==> config.mk <==
export PLATFORM = sky130hd
export DESIGN_NAME = dram_arbiter
export DESIGN_NICKNAME = d
export VERILOG_FILES = /design/src/rtl/dram_arbiter.sv
export SDC_FILE = /design/constraint.sdc
export NUM_CORES = 1
export LEC_CHECK = 0
export CAP_MARGIN = 20
export CORE_AREA = 2 2 100 102
export CTS_BUF_LIST = sky130_fd_sc_hd__clkbuf_8
export DETAILED_ROUTE_END_ITERATION = 7
export DIE_AREA = 0 0 102 104
export PLACE_DENSITY = 0.67
export SLEW_MARGIN = 20
export SYNTH_ARGS = -nofsm -noshare
export SYNTH_HDL_FRONTEND = slang
export SYNTH_SLANG_ARGS = --single-unit
==> constraint.sdc <==
create_clock -name clk -period 1.6 [get_ports clk]
set_clock_uncertainty 0.15 [all_clocks]
set_input_delay 0.24 -clock clk [delete_from_list [all_inputs] [get_ports clk]]
set_output_delay 0.24 -clock clk [all_outputs]
set_load 0.01 [all_outputs]
==> src/rtl/dram_arbiter.sv <==
// Two-port arbiter in front of a single-port data RAM: round-robin between the
// core (m0) and the debug/loader port (m1), with a bounded m1 lock.
module dram_arbiter #(
  parameter int ADDR_WIDTH = 13,
  parameter int DATA_WIDTH = 32,
  parameter int BE_WIDTH   = 4,
  parameter int LOCK_MAX   = 64
) (
  input  logic                  clk,
  input  logic                  rst,

  input  logic                  m0_valid,
  output logic                  m0_ready,
  input  logic                  m0_we,
  input  logic [ADDR_WIDTH-1:0] m0_addr,
  input  logic [DATA_WIDTH-1:0] m0_wdata,
  input  logic [BE_WIDTH-1:0]   m0_be,
  output logic                  m0_rsp_valid,
  output logic [DATA_WIDTH-1:0] m0_rsp_data,

  input  logic                  m1_valid,
  output logic                  m1_ready,
  input  logic                  m1_we,
  input  logic [ADDR_WIDTH-1:0] m1_addr,
  input  logic [DATA_WIDTH-1:0] m1_wdata,
  input  logic [BE_WIDTH-1:0]   m1_be,
  input  logic                  m1_lock,
  output logic                  m1_rsp_valid,
  output logic [DATA_WIDTH-1:0] m1_rsp_data,

  output logic [ADDR_WIDTH-1:0] ram_addr,
  output logic [DATA_WIDTH-1:0] ram_wr_data,
  output logic                  ram_wr_en,
  output logic [BE_WIDTH-1:0]   ram_wr_byte_en,
  input  logic [DATA_WIDTH-1:0] ram_rd_data
);

  typedef enum logic {
    ST_OPEN,
    ST_LOCKED
  } lock_state_e;

  localparam logic [6:0] LOCK_LIMIT = 7'(LOCK_MAX);

  lock_state_e lock_state;
  logic        last_m1;   // 1: m1 held the most recent grant
  logic [6:0]  lock_cnt;
  logic        rsp0_q;
  logic        rsp1_q;
  logic        grant0;
  logic        grant1;

  // NOTE: every combinational output gets a default first so no path can infer a latch.
  always_comb begin
    grant0 = 1'b0;
    grant1 = 1'b0;
    if (!rst) begin
      if (lock_state == ST_LOCKED) begin
        if (m0_valid && lock_cnt >= LOCK_LIMIT) grant0 = 1'b1;
        else if (m1_valid)                      grant1 = 1'b1;
        else                                    grant0 = m0_valid;
      end else if (m0_valid && m1_valid) begin
        grant0 = last_m1;
        grant1 = !last_m1;
      end else begin
        grant0 = m0_valid;
        grant1 = m1_valid;
      end
    end
  end

  assign m0_ready = grant0;
  assign m1_ready = grant1;

  always_comb begin
    ram_addr       = '0;
    ram_wr_data    = '0;
    ram_wr_en      = 1'b0;
    ram_wr_byte_en = '0;
    if (grant0) begin
      ram_addr       = m0_addr;
      ram_wr_data    = m0_wdata;
      ram_wr_en      = m0_we;
      ram_wr_byte_en = m0_we ? m0_be : '0;
    end else if (grant1) begin
      ram_addr       = m1_addr;
      ram_wr_data    = m1_wdata;
      ram_wr_en      = m1_we;
      ram_wr_byte_en = m1_we ? m1_be : '0;
    end
  end

  // NOTE: state uses non-blocking assignments so every register samples pre-edge values.
  always_ff @(posedge clk) begin
    if (rst) begin
      lock_state <= ST_OPEN;
      last_m1    <= 1'b1;
      lock_cnt   <= '0;
      rsp0_q     <= 1'b0;
      rsp1_q     <= 1'b0;
    end else begin
      rsp0_q <= grant0 && !m0_we;
      rsp1_q <= grant1 && !m1_we;

      if (grant0)      last_m1 <= 1'b0;
      else if (grant1) last_m1 <= 1'b1;

      if (grant1) lock_state <= m1_lock ? ST_LOCKED : ST_OPEN;

      // Only locked m1 grants that keep m0 waiting move the starvation counter.
      if (lock_state == ST_LOCKED && m0_valid && grant1 && m1_lock)
        lock_cnt <= lock_cnt + 7'd1;
      else
        lock_cnt <= '0;
    end
  end

  // A read granted just before reset must not surface while reset is high.
  assign m0_rsp_valid = rsp0_q && !rst;
  assign m1_rsp_valid = rsp1_q && !rst;
  assign m0_rsp_data  = m0_rsp_valid ? ram_rd_data : '0;
  assign m1_rsp_data  = m1_rsp_valid ? ram_rd_data : '0;

endmodule

-- Yosys cells after proc, flatten, opt, wreduce, memory -nomap -nowiden
Cells that the tools add are included.
Widths: inputs -> output; s select.
- flip-flop bits (word level): 11
- input bits: 137
- output and inout bits: 118
- $add $sub $neg: 1
- order comparisons: 1
- mux-type cells: 25
- bitwise logic cells: 1
- reduce and logical (&&, ||, !) cells: 15
- operator list (kind ; count):
    $mux 32 ; 4
    $mux 13 ; 2
    $mux 4 ; 4
    $mux 1 ; 15
    $logic_and 1x1->1 ; 9
    $add 7x1->7 const B ; 1
    $ge 7x7->1 const B ; 1
    $logic_not 1->1 ; 4
    $reduce_bool 2->1 ; 1
    $reduce_or 2->1 ; 1
    $not 1->1 ; 1

-- Longest topological paths before layout
- depth in word-level cells: 9
- gate-level depth with buffers: 5
- gate-level depth less buffers: 4

-- Least setup slack after synthesis
No wires, ideal clock.
- path type: flip-flop to output port
- from: register lock_state
- to: output ram_addr[0]
- arrival time: 1325 ps
- path slack: -115 ps
- stages on the path, launching flop included: 6
- buffers on the path: 2
- cell sequence: dfxtp_1 mux2i_2 a21oi_1 buf_4 buf_4 a22o_1
- cells in the longest elaborated chain, start to end: 4
- ends and longest elaborated chain (what ; RTL line ; text):
    from (decl) ; 45 ; lock_state_e lock_state;
    from (signal assigned) ; 108 ; if (grant1) lock_state <= m1_lock ? ST_LOCKED : ST_OPEN;
    $mux 1 ; 58 ; if (lock_state == ST_LOCKED) begin
    $mux 1 ; 57 ; if (!rst) begin
    $mux 13 ; 85 ; end else if (grant1) begin
    $mux 13 * ; 80 ; if (grant0) begin
    to (decl) ; 31 ; output logic [ADDR_WIDTH-1:0] ram_addr,
Every way passes the cells marked *; elsewhere a longest branch is shown, timed or not.

-- Worst setup path in the final report
- from: register lock_state
- to: output ram_wr_data[24]
- cells in the longest elaborated chain, start to end: 4
- ends and longest elaborated chain (what ; RTL line ; text):
    $mux 1 ; 58 ;
    $mux 1 ; 57 ;
    $mux 32 ; 85 ;
    $mux 32 * ; 80 ;
    to (decl) ; 32 ; output logic [DATA_WIDTH-1:0] ram_wr_data,
Marked as above.

==> impl_metrics.csv <==
group,metric,value,unit
drt,wire_per_inst,18.5,um
timing,hold_violations,0,
drt,drt_iter0_drc,61,
setup_path,cp.arrival,1780,ps
logic_synthesis,synthDistinctLibCells,30,
setup_path,timing.rr.start,"lock_state",
drt,route.detailed.drc,0,
setup_path,worstPathRequired,1210,ps
pwr,power_frac_comb,65.6,%
hold_path,min_path_cells,3,
timing,period_share,136,%
logic_synthesis,synthXorXnorAreaFrac,1.87,%
layout,layout.nets,621,
grt,grt_max_degree,18,
die,die_area,0.0106,mm^2
layout,final_area,0.00493,mm^2
clock_tree,cts_buffers,3,
setup_path,cp_max_fo,6,
drt,routed_wl,11400,um
clock_tree,htreeDepth,1,
timing,maxSlewViolCount,0,
placed_design,port_buffers,254,
pwr,power_switching,0.467,mW
pwr,seqPwrFrac,17.6,%
timing,worst_pin_slew,185,ps
drt,dr.pass1.iters,4,
setup_path,crit_cells,8,
logic_synthesis,syn_avg_cell_area,7.66,um^2
setup_path,critPathTopFamily,"buffers and inverters",
grt,track_usage,19.2,%
placed_design,post-dp-hpwl,7570,um
setup_path,end_kind,"output pin",
timing,clock.fmax,460,MHz
flow_run,maxCapViolCount,0,
pwr,p_per_area,327,mW/mm^2
placed_design,gp_congestion,0.799,
timing,setup_viol,108,
layout,fillers,910,
setup_path,worst_setup_path_start_kind,"flop",
layout,diodes,0,
logic_synthesis,seq_area_frac_synth,15.7,%
pwr,swShare,29.0,%
die,placementRows,36,
timing,worst_slack,-575,ps
grt,first_global_vias,2591,
die,initial_core_util,14.7,%
die,die_h,104,um
status,outcome,"finished, violations left",
timing,hold_slack,148,ps
setup_path,path_cells,"mux2i_2 -> buf_4 -> a21oi_4 -> buf_6 -> buf_12 -> buf_16 -> a22o_1 -> buf_2",
layout,area_growth,252,%
timing,layout_min_cycle_time,2170,ps
clock_tree,clk_path_buf_depth,2,
grt,grt_pass1_wl,15700,um
die,die_w,102,um
drt,num_vias,2621,
logic_synthesis,synth_seq_cells,11,
grt,overflow,0,
timing,relSlewSlack,87.4,%
logic_synthesis,synthAdderAreaFrac,0.892,%
logic_synthesis,synth-compound-area-share,36.1,%
layout,drive_gt1_share,51.9,%
logic_synthesis,synthMuxAreaShare,0.981,%
clock_tree,clk_pin_slew,50,ps
clock_tree,cts.sinks,11,
setup_path,crit_path_start,"lock_state",
logic_synthesis,syn-num-nets,321,
clock_tree,clock_latency,240,ps
placed_design,placedInstanceArea,0.00423,mm^2
drt,viasPerCell,4.26,
setup_path,ff2ff_path_depth,8,
setup_path,path_class,"flop to output pin",
drt,ant_nets,0,
hold_path,hold_path.startpoint,"rst",
setup_path,path_buf_inv,5,
clock_tree,root_buffer,"clkbuf_8",
logic_synthesis,syn-cell-area,0.00140,mm^2
logic_synthesis,synth_top_family_by_area,"simple AND/OR/NAND/NOR gates",
pwr,peakVddDrop,0.454,mV
pwr,p_clk_share,16.7,%
clock_tree,cts_tree,"built",
logic_synthesis,yosys_warnings,0,
grt,antenna_found_initial,0,
pwr,intPower,1.15,mW
die,boundaryPins,255,
timing,rsz0062_at_grt,"yes",
hold_path,hold_class,"input pin to flop",
logic_synthesis,yosys.area_share.simple,36.6,%
status,violations,"negative setup slack",
logic_synthesis,synth_cells,183,
die,core-area,0.00955,mm^2
setup_path,cp_slowest_cell,"dfxtp_2",
setup_path,slowest_delay,340,ps
pwr,p_leak,2.31,nW
[power by group through the flow]
stage	clock (mW)	sequential, mW	combinational, mW
6_report	0.270	0.284	1.06
5_1_grt	0.303	0.285	1.12
4_1_cts	0.284	0.284	1.01
3_5_place_dp	0	0.289	0.894
3_3_place_gp	0	0.288	0.887
2_1_floorplan	0	0.289	0.249
[stage by stage]
step	cells	util, %	power [mW]	TNS [ps]	setup WS [ps]
after floorplan	183	-	0.538	-872	-29.1
after global placement	569	44.3	1.18	-91670	-905
after detailed placement	569	44.3	1.18	-94240	-907
after CTS	609	48.5	1.58	-32610	-557
after global routing	615	51.7	1.70	-37790	-665
final	615	51.7	1.61	-29700	-575
[final timing paths]
kind	slack [ps]	endpoint
min	150	lock_state
max	-570	ram_wr_data[24]
min reg2reg	300	lock_cnt[0]
max reg2reg	-90	rsp0_q
[cells in the mapped netlist]
| cell | number | area [um^2] |
|---|---|---|
| nor2b_1 | 2 | 12.5 |
| a21bo_2 | 1 | 10.0 |
| o21ba_1 | 1 | 10.0 |
| a21o_1 | 1 | 7.51 |
| o21ai_0 | 1 | 5.00 |
| buf_6 | 1 | 11.3 |
| nor3_2 | 1 | 10.0 |
| inv_2 | 1 | 3.75 |
| dfxtp_1 | 11 | 220 |
| xor2_1 | 2 | 17.5 |
| nand3_1 | 2 | 10.0 |
| or3_1 | 1 | 6.26 |
| o21bai_1 | 1 | 7.51 |
| a22o_1 | 45 | 394 |
| nor2_1 | 6 | 22.5 |
| and2_1 | 65 | 407 |
| a211oi_1 | 1 | 7.51 |
| nand2_1 | 4 | 15.0 |
| clkbuf_1 | 6 | 22.5 |
| xnor2_1 | 1 | 8.76 |
| ha_1 | 1 | 12.5 |
| nor3_1 | 2 | 10.0 |
| buf_4 | 4 | 30.0 |
| inv_1 | 2 | 7.51 |
| a32o_1 | 4 | 40.0 |
| buf_2 | 7 | 35.0 |
| or4_1 | 1 | 7.51 |
| nand2b_1 | 2 | 12.5 |
| a21oi_1 | 5 | 25.0 |
| mux2i_2 | 1 | 13.8 |
[flip-flops by register name (all words and copies together), names as in the netlist]
| name | count |
|---|---|
| lock_cnt | 7 |
| last_m1 | 1 |
| lock_state | 1 |
| rsp1_q | 1 |
| rsp0_q | 1 |
[layer usage]
metal / vias to the layer above / track usage, % / routed length [um]
met3: 11 / 3.56 / 820
met2: 118 / 34.2 / 5860
li1: 1265 / - / -
met4: 0 / 3.24 / 136
met5: - / 0 / 0
met1: 1227 / 24.0 / 4570
[layout by cell type, fill, tap and decap left out, drive strengths merged, types with 2 or more instances in the layout]
cell / count
nor2b: 2
nand3: 2
a21oi: 5
xor2: 2
inv: 4
a22o: 45
nor3: 3
clkdlybuf4s50: 134
nor2: 6
and2: 65
dfxtp: 11
a32o: 4
nand2b: 2
clkbuf: 6
nand2: 4
clkdlybuf4s15: 2
buf: 173
[kinds of logic after synthesis]
logic type / Yosys count
xor gates and xnor gates: 3
muxes: 1
and+or+nand+nor: 86
AOI/OAI and AO/OA: 60
buffers and inverters: 21
adders and majority gates: 1
DFF: 11
[worst register-to-register path, delay by kind of cell (launching register included)]
family,cells,cell delay [ps]
compound gates,1,60
simple gates,1,120
flops,1,340
mux,1,240
buf+inv,5,690
[area by class of cell]
cell class	count	area, um^2	area share [%]
multi-input combinational	151	1290	26.1
clock buffer	3	41.3	0.837
tap	133	166	3.37
inverter	3	11.3	0.228
timing repair buffer	313	3200	64.9
clock inverter	1	3.75	0.0761
sequential	11	224	4.54
[what timing repair did]
action / CTS / global route
endpoints found under the setup margin: 125 / 112
gates resized for setup: 555 / 90
pin swaps: 29 / 35
hold endpoints to repair: 0 / 0
setup buffers: 23 / 14
gates cloned: 13 / 3
hold buffers: 0 / 0
(Power assumes the default switching activity.)
